File: src/rtl/csa_pkg.sv
// Shared constants, state encoding and group-constant helper
// for the serial key schedule.
package csa_pkg;

  localparam int KEY_BYTES  = 56;
  localparam int KEY_ROUNDS = 7;

  typedef enum logic [1:0] {
    ST_IDLE,
    ST_EXPAND,
    ST_STREAM
  } ks_state_e;

  // Group g is whitened with its own index replicated over 8 bytes.
  function automatic logic [63:0] grp_xor(input logic [2:0] g);
    grp_xor = {8{5'b00000, g}};
  endfunction

endpackage

File: src/rtl/key_perm.sv
// Fixed 64-bit key bit permutation: out[i] = in[(13*i+7) mod 64].
// 13 is odd, so the mapping is a bijection on the bit positions.
module key_perm (
  input  logic [63:0] i_d,
  output logic [63:0] o_q
);

  for (genvar i = 0; i < 64; i++) begin : g_bit
    assign o_q[i] = i_d[(13 * i + 7) % 64];
  end

endmodule

File: src/rtl/key_schedule_serial.sv
// Serial key schedule: 7-cycle iterative expansion into a 448-bit
// store, then a valid/ready byte stream in either direction.
module key_schedule_serial
  import csa_pkg::*;
(
  input  logic        i_clk,
  input  logic        i_rst,
  input  logic [63:0] i_ck,
  input  logic        i_ck_valid,
  output logic        o_ck_ready,
  input  logic        i_dir,
  output logic [7:0]  o_kb,
  output logic        o_kb_valid,
  input  logic        i_kb_ready,
  output logic        o_kb_last,
  output logic        o_busy
);

  localparam logic [5:0] LAST_IDX  = 6'(KEY_BYTES - 1);
  localparam logic [2:0] FIRST_GRP = 3'(KEY_ROUNDS - 1);

  ks_state_e    state;
  ks_state_e    state_d;
  logic [63:0]  work;
  logic [63:0]  perm_q;
  logic [447:0] store;
  logic [2:0]   grp;
  logic [5:0]   cnt;
  logic [5:0]   cnt_nxt;
  logic [5:0]   idx;
  logic [7:0]   byte_sel;
  logic         dir_q;
  logic         ck_hs;
  logic         kb_hs;

  assign o_ck_ready = (state == ST_IDLE);
  assign o_busy     = (state != ST_IDLE);
  assign ck_hs      = i_ck_valid & o_ck_ready;
  assign kb_hs      = o_kb_valid & i_kb_ready;

  key_perm u_perm (
    .i_d (work),
    .o_q (perm_q)
  );

  // Before the first byte is loaded the counter points at byte 0;
  // afterwards the mux looks one byte ahead of the presented one.
  always_comb begin
    cnt_nxt  = o_kb_valid ? cnt + 6'd1 : cnt;
    idx      = dir_q ? LAST_IDX - cnt_nxt : cnt_nxt;
    byte_sel = store[{idx, 3'b000} +: 8];
  end

  always_ff @(posedge i_clk or posedge i_rst) begin
    if (i_rst) begin
      state <= ST_IDLE;
    end else begin
      state <= state_d;
    end
  end

  always_comb begin
    state_d = state;
    unique case (state)
      ST_IDLE: begin
        if (ck_hs) state_d = ST_EXPAND;
      end
      ST_EXPAND: begin
        if (grp == 3'd0) state_d = ST_STREAM;
      end
      ST_STREAM: begin
        if (kb_hs && o_kb_last) state_d = ST_IDLE;
      end
      default: state_d = ST_IDLE;
    endcase
  end

  always_ff @(posedge i_clk or posedge i_rst) begin
    if (i_rst) begin
      work       <= '0;
      store      <= '0;
      grp        <= '0;
      cnt        <= '0;
      dir_q      <= 1'b0;
      o_kb       <= 8'h00;
      o_kb_valid <= 1'b0;
      o_kb_last  <= 1'b0;
    end else begin
      unique case (state)
        ST_IDLE: begin
          if (ck_hs) begin
            work  <= i_ck;
            dir_q <= i_dir;
            grp   <= FIRST_GRP;
            cnt   <= '0;
          end
        end
        ST_EXPAND: begin
          work <= perm_q;
          store[{grp, 6'b000000} +: 64] <= perm_q ^ grp_xor(grp);
          if (grp != 3'd0) grp <= grp - 3'd1;
        end
        ST_STREAM: begin
          if (!o_kb_valid) begin
            o_kb       <= byte_sel;
            o_kb_valid <= 1'b1;
            o_kb_last  <= 1'b0;
          end else if (i_kb_ready) begin
            if (o_kb_last) begin
              o_kb_valid <= 1'b0;
              o_kb_last  <= 1'b0;
              cnt        <= '0;
            end else begin
              cnt       <= cnt_nxt;
              o_kb      <= byte_sel;
              o_kb_last <= (cnt_nxt == LAST_IDX);
            end
          end
        end
        default: ;
      endcase
    end
  end

endmodule

File: config.mk
export PLATFORM = sky130hd
export DESIGN_NAME = key_schedule_serial
export DESIGN_NICKNAME = d
export VERILOG_FILES = /design/src/rtl/csa_pkg.sv /design/src/rtl/key_perm.sv /design/src/rtl/key_schedule_serial.sv
export SDC_FILE = /design/constraint.sdc
export NUM_CORES = 1
export LEC_CHECK = 0
export BUFFER_PORTS_ARGS = -buffer_cell sky130_fd_sc_hd__buf_2
export CAP_MARGIN = 20
export CORE_MARGIN = 2
export CORE_UTILIZATION = 40
export CTS_BUF_LIST = sky130_fd_sc_hd__clkbuf_16
export CTS_CLUSTER_DIAMETER = 120
export DETAILED_ROUTE_END_ITERATION = 16
export GPL_TIMING_DRIVEN = 0
export PLACE_DENSITY = 0.62
export SETUP_SLACK_MARGIN = 0.4
export SKIP_LAST_GASP = 1
export SYNTH_ARGS = -nofsm -noshare
export SYNTH_HDL_FRONTEND = slang
export SYNTH_SLANG_ARGS = --single-unit
File: constraint.sdc
create_clock -name i_clk -period 16.4 [get_ports i_clk]
set_input_delay 1.64 -clock i_clk [delete_from_list [all_inputs] [get_ports i_clk]]
set_output_delay 1.64 -clock i_clk [all_outputs]
set_load 0.05 [all_outputs]
==> results of run 1 <==
-- cells by family after synthesis --
| kind of cell | Yosys count |
|---|---|
| AO/OA/AOI/OAI | 561 |
| flip-flops | 534 |
| buffers and inverters | 214 |
| AND/OR/NAND/NOR | 1013 |
| multiplexers | 210 |
| adder cells (fa/ha/maj) | 9 |
| XOR/XNOR | 44 |
-- layer usage --
| metal | vias up | GRT usage, % |
|---|---|---|
| met4 | 8 | 24.9 |
| met5 | - | 0 |
| met1 | 11300 | 47.5 |
| met3 | 383 | 10.7 |
| met2 | 1461 | 55.0 |
| li1 | 9331 | - |
-- flip-flops by register name, summed over array words and instances, names as in the netlist --
register and flops:
cnt 6, dir_q 1, grp 3, o_kb 8, o_kb_last 1, o_kb_valid 1
state 2, store 448, work 64
-- where the power goes --
group          switching [mW]  internal (mW)
registers               0.672           1.79
logic                    2.67          0.964
clock network           0.597          0.775
-- cell usage in the layout (no fill, tap or decap), types with 40 or more instances in the layout --
cell type,synthesis,layout
nand3_1,96,96
mux2_2,87,87
mux4_2,40,40
clkbuf_1,137,137
o21ai_0,373,373
mux2i_1,81,81
buf_2,35,116
dfrtp_1,534,534
nand4_1,45,45
nand2_1,797,797
clkbuf_16,0,60
-- worst max-delay path: stages (launching register included) --
cell and delay [ps]:
dfrtp_1 400, clkbuf_1 660, buf_1 620, inv_1 200, ha_1 240, ha_1 170, clkbuf_1 300, nor2_1 380
and2_1 290, clkbuf_1 650, clkbuf_1 520, nand2_1 190, o21ai_0 220
-- area by class of cell --
type / instances / area share [%]
Multi-Input combinational cell: 1837 / 37.3
Tap cell: 837 / 3.63
Timing Repair Buffer: 101 / 2.61
Clock buffer: 60 / 5.21
Inverter: 8 / 0.117
Sequential cell: 534 / 46.4
Antenna cell: 11 / 0.0955
Clock inverter: 53 / 1.61
Buffer: 206 / 3.03
-- final timing paths --
| kind | endpoint | depth (start not counted) |
|---|---|---|
| worst max-delay path | store[395]$_DFFE_PP0P_ | 12 |
| worst min-delay path | store[149]$_DFFE_PP0P_ | 2 |
| worst max register to register | store[395]$_DFFE_PP0P_ | 12 |
| worst min register to register | store[149]$_DFFE_PP0P_ | 2 |
| max in group asynchronous | store[238]$_DFFE_PP0P_ | 7 |
| min in group asynchronous | store[330]$_DFFE_PP0P_ | 2 |
-- stage by stage --
stage,setup slack (ps),hold slack [ps]
floorplan,7500,440
CTS,11520,478
global placement,4370,458
global route,11270,495
finish,11420,473
detailed placement,11540,464
==> flow_summary.toml, run 1 <==
[layout]
multi_input_area_sq_mm = 0.0108
drive_gt1_share_pct = 13.2
area.growth.synth_to_final_pct = 15.2
final_area_sq_mm = 0.0288
n_fill_cell = 6024
fin_util_pct = 46.7
fin_cells = 3647
seqCellArea_sq_mm = 0.0134
nets = 2826

[synthesis]
syn_inst = 2585
synth.lib_cells_used.distinct = 55
yosysTopAreaCell = "dfrtp_1"
ys_ff_latch = 534
muxShareOfSynthArea_pct = 10.9
syn-num-nets = 2663
synth_compound_area_share_pct = 13.2
netlist.area_leader.share_pct = 53.4
yosys-top-cells-count = "797 x nand2_1, 534 x dfrtp_1, 373 x o21ai_0"
ys_seq_area_share_pct = 53.4
yosysWarnings = 0
async_flop_share_pct = 100
ys_top_cells_by_area = "dfrtp_1 53%, nand2_1 12%, o21ai_0 7.5%"
synth_ff_type = "dfrtp_1"
avgSynthCellArea_sq_um = 9.68
synth_edf_count = 0
synthMostInstantiatedCell = "nand2_1"
synthAdderAreaFrac_pct = 0.450
synth_xor_area_share_pct = 1.73
netlist_area_sq_mm = 0.0250
synth_top_family_by_area = "simple AND/OR/NAND/NOR gates"
synth-simple-area-share_pct = 16.6

[drt]
first_iter_violations = 2907
drcViolationCount = 0
dr.pass1.iters = 6
top_layer_used = "met5"
routed_wl_um = 119000
wl_met3_um = 12300
viasPerCell = 6.18
drt-met1-wl_um = 46200
ant_nets = 0
wl_per_cell_um = 32.7
wl_met2_um = 51700
via_count = 22500

[die]
start_util_pct = 40.5
fp.dieArea_sq_mm = 0.0645
dieWidth_um = 254
ios = 81
core_sq_mm = 0.0617
num_rows = 91
fp.dieH_um = 254

[sta]
final_max_slew_viol_count = 0
post-route-period-util_pct = 30.4
fin_setup_tns_ps = 0
finalSetupViolations = 0
maxSlewHeadroom_pct = 13.7
worst_pin_slew_ps = 1260
hold_viol = 0
period_minus_slack_ps = 4980
fmaxAchievable_mhz = 201
rsz0062_at_grt = "no"
clock_skew_ps = 35.4

[clocking]
post-cts-setup-buffer-count = 0
clockBufferDepth = 3
cts.clk_slew.worst_paths_ps = 60
clkSinkCount = 534
root_buffer = "clkbuf_16"
cts_hold_buf = 0
cts_tree = "done"
cts_made_buffers = 60
insertion_delay_ps = 670
cts_resized = 0
cts_htree_levels = 2

[placed_design]
dp_hpwl_um = 88200
placed_cell_area_sq_mm = 0.0268
gp_congestion = 1.06
dp_cells = 3522
portBuffers = 80

[worst_setup_path]
rrSetupSlack_ps = 11420
crit_required_ps = 16950
rr_startpoint = "grp[1]$_DFFE_PP0P_"
worstPathMaxFanout = 10
path_class = "register to register"
crit_path_end_kind = "register"
setup.worst_path.start = "grp[1]$_DFFE_PP0P_"
crit_arrival_ps = 5530
startpoint_type = "register"

[flow_run]
cap_violations = 0

[power_and_ir_drop]
p_per_area_mw_per_mm2 = 259
max-vdd-ir-drop_mv = 0.149
leakagePower_nw = 12.4
totalPowerFinal_mw = 7.46

[run_status]
status = "finished clean"

[global_route]
gr-usage-all-layers_pct = 37.2
antenna_found_initial = 11
grt_pass1_wl_um = 166000
grt_pass1_vias = 21700
grt_max_degree = 45
grt_overflow = 0

[min_path]
hold_start = "store[149]$_DFFE_PP0P_"
hold_class = "register to register"
No activity file was read; power rests on OpenSTA's default activity.
==> run 2, diff against run 1 <==
--- a/config.mk
+++ b/config.mk
@@ -5,6 +5,7 @@
 export SDC_FILE = /design/constraint.sdc
 export NUM_CORES = 1
 export LEC_CHECK = 0
+export ABC_AREA = 1
 export BUFFER_PORTS_ARGS = -buffer_cell sky130_fd_sc_hd__buf_2
 export CAP_MARGIN = 20
 export CORE_MARGIN = 2
@@ -13,7 +14,7 @@
 export CTS_CLUSTER_DIAMETER = 120
 export DETAILED_ROUTE_END_ITERATION = 16
 export GPL_TIMING_DRIVEN = 0
-export PLACE_DENSITY = 0.62
+export PLACE_DENSITY = 0.6
 export SETUP_SLACK_MARGIN = 0.4
 export SKIP_LAST_GASP = 1
 export SYNTH_ARGS = -nofsm -noshare
==> constraint.sdc (replaced) <==
create_clock -name i_clk -period 5 [get_ports i_clk]
set_input_delay 0.5 -clock i_clk [delete_from_list [all_inputs] [get_ports i_clk]]
set_output_delay 0.5 -clock i_clk [all_outputs]
set_load 0.05 [all_outputs]
==> run 2 against run 1 <==
Against the previous run:
- global-route usage decreased by 1.9 points
- worst hold slack worse by 380 ps
- design area rose by 6.5%
- largest cell class unchanged
- synthesized area grew 7.5%
- via count is 17% higher
==> flow_summary.toml, run 2 <==
[worst_setup_path]
cp_slowest_cell = "xor2_2"
cp_top_family = "simple AND/OR/NAND/NOR gates"
crit_required_ps = 5590
path_class = "register to register"
crit_arrival_ps = 4900
worst-path-buf-inv = 3
cp_common_cell = "nand2_1"
worstPathMaxFanout = 10
slowest_delay_ps = 600
startpoint_type = "register"
crit_path_end_kind = "register"
cp_cell_sequence = "buf_6 > nand2_2 > nor3_4 > xor2_2 > buf_2 > ha_1 > o21ai_2 > inv_2 > nor2_2 > nand3_1 > nand2_1 > nand2_1 > nand2_1 > nand2_1 > nand2_1"

[drt]
ant_nets = 0
first_iter_violations = 3399
dr.pass1.iters = 6
drcViolationCount = 0
viasPerCell = 5.73
routed_wl_um = 123000
wl_per_cell_um = 26.9
via_count = 26300

[sta]
finalSetupViolations = 0
period_minus_slack_ps = 4310
final_max_slew_viol_count = 0
hold_viol = 0
rsz0062_at_grt = "no"
worst_pin_slew_ps = 1310
maxSlewHeadroom_pct = 12.0
post-route-period-util_pct = 86.3
clock_skew_ps = 47.6
fmaxAchievable_mhz = 232
fin_setup_tns_ps = 0

[layout]
layout_common_cells = "948 x nand2_1, 534 x dfrtp_1, 525 x inv_1, 456 x nand3_1, 303 x o21ai_0"
drive_gt1_share_pct = 9.15
final_area_sq_mm = 0.0307
top_regs = "store (448), work (64), o_kb (8)"
final_common_cell = "nand2_1"
largest_reg_flops = 448
nets = 3744
area.growth.synth_to_final_pct = 14.2
regMostFlops = "store"
n_fill_cell = 6866

[placed_design]
portBuffers = 80
dp_hpwl_um = 94200
gp_congestion = 1.08
placed_cell_area_sq_mm = 0.0289

[synthesis]
syn_inst = 3494
synth_edf_count = 0
yosysWarnings = 0
muxShareOfSynthArea_pct = 0.419
synth_top_family_by_area = "simple AND/OR/NAND/NOR gates"
synth_compound_area_share_pct = 12.6
ys_ff_latch = 534
netlist_area_sq_mm = 0.0269
netlist.area_leader.share_pct = 49.7
yosys-top-cells-count = "948 x nand2_1, 534 x dfrtp_1, 511 x inv_1"
synthMostInstantiatedCell = "nand2_1"
synth_ff_type = "dfrtp_1"
synth.lib_cells_used.distinct = 36
synthAdderAreaFrac_pct = 0.419
ys_top_cells_by_area = "dfrtp_1 50%, nand2_1 13%, nand3_1 8.5%"
synth-simple-area-share_pct = 24.9
yosysTopAreaCell = "dfrtp_1"
syn-num-nets = 3572
async_flop_share_pct = 100
ys_seq_area_share_pct = 49.7
avgSynthCellArea_sq_um = 7.69
synth_xor_area_share_pct = 0.610

[die]
core_sq_mm = 0.0668
ios = 81
fp.dieH_um = 263
num_rows = 95
start_util_pct = 40.2
fp.dieArea_sq_mm = 0.0693
dieWidth_um = 263

[run_status]
status = "finished clean"

[clocking]
insertion_delay_ps = 670
cts_made_buffers = 60
cts_tree = "done"
root_buffer = "clkbuf_16"
cts.clk_slew.worst_paths_ps = 70
cts_resized = 0
clkSinkCount = 534
clockBufferDepth = 3
cts_htree_levels = 2

[global_route]
grt_pass1_wl_um = 177000
grt_overflow = 0
antenna_found_initial = 4
gr-usage-all-layers_pct = 35.4
grt_max_degree = 43
grt_pass1_vias = 25100

[flow_run]
cap_violations = 0

[min_path]
hold_class = "input pin to register"
run 2: metrics by stage:
| step | setup WS [ps] | utilization, % | instances | hold slack, ps |
|---|---|---|---|---|
| after floorplan | -2760 | - | 3494 | 452 |
| after global routing | 665 | 46.0 | 4588 | 129 |
| after detailed placement | 872 | 43.2 | 4475 | 461 |
| after global placement | -6300 | 42.5 | 4447 | 461 |
| final | 686 | 46.0 | 4592 | 89.9 |
| after CTS | 857 | 45.9 | 4587 | 88.3 |
run 2: cells by family (layout without fill, tap and decap cells):
| kind of cell | count (synthesis) | after routing |
|---|---|---|
| flops | 534 | 534 |
| compound gates | 570 | 570 |
| simple gates | 1588 | 1588 |
| fa+ha+maj | 9 | 9 |
| mux | 10 | 10 |
| buf+inv | 766 | 987 |
| xor+xnor | 17 | 17 |
| other cells | 0 | 4 |
run 2: worst min-delay path, delay by kind of cell:
kind / cells / cell delay, ps
AOI/OAI and AO/OA: 2 / 150
buffers and inverters: 1 / 80
run 2: cell type report:
type / instances / area, sq um / area share, %
diodes: 4 / 10.0 / 0.0326
plain buffers: 247 / 1090 / 3.56
clock buffers: 61 / 1530 / 4.97
clock inverters: 50 / 277 / 0.900
inverters: 519 / 1950 / 6.36
multi-input cells: 2194 / 10500 / 34.3
flip-flops and latches: 534 / 13400 / 43.5
well taps: 873 / 1090 / 3.56
repair buffers: 110 / 861 / 2.80
run 2: worst paths after layout:
check / depth (start not counted) / startpoint / slack [ps] / endpoint
setup / recovery: 15 / o_kb_valid$_DFFE_PP0P_ / 690 / o_kb[0]$_DFFE_PP0P_
hold / removal: 3 / i_ck[49] / 90 / work[49]$_DFFE_PP0P_
setup reg to reg: 15 / o_kb_valid$_DFFE_PP0P_ / 690 / o_kb[0]$_DFFE_PP0P_
hold reg to reg: 2 / o_kb[7]$_DFFE_PP0P_ / 470 / o_kb[7]$_DFFE_PP0P_
max in group asynchronous: 7 / i_rst / 3350 / store[424]$_DFFE_PP0P_
min in group asynchronous: 3 / i_rst / 360 / cnt[5]$_DFFE_PP0P_
run 2: what timing repair did:
| item | in CTS | in global routing |
|---|---|---|
| setup buffers | 0 | 0 |
| endpoints found under the hold margin | 8 | 0 |
| endpoints found under the setup margin | 0 | 0 |
| hold buffers | 1 | 0 |
run 2: routing by layer:
metal	wire length, um	track usage, %	vias to the layer above
met3	14900	10.7	373
met5	112	0	-
met4	8080	19.8	8
li1	-	-	11600
met1	48400	46.9	12700
met2	52000	51.6	1580
Power of run 2 is left out: the tool's default activity adds up to more than one toggle a clock period on the data nets, which glitch-free logic cannot reach.
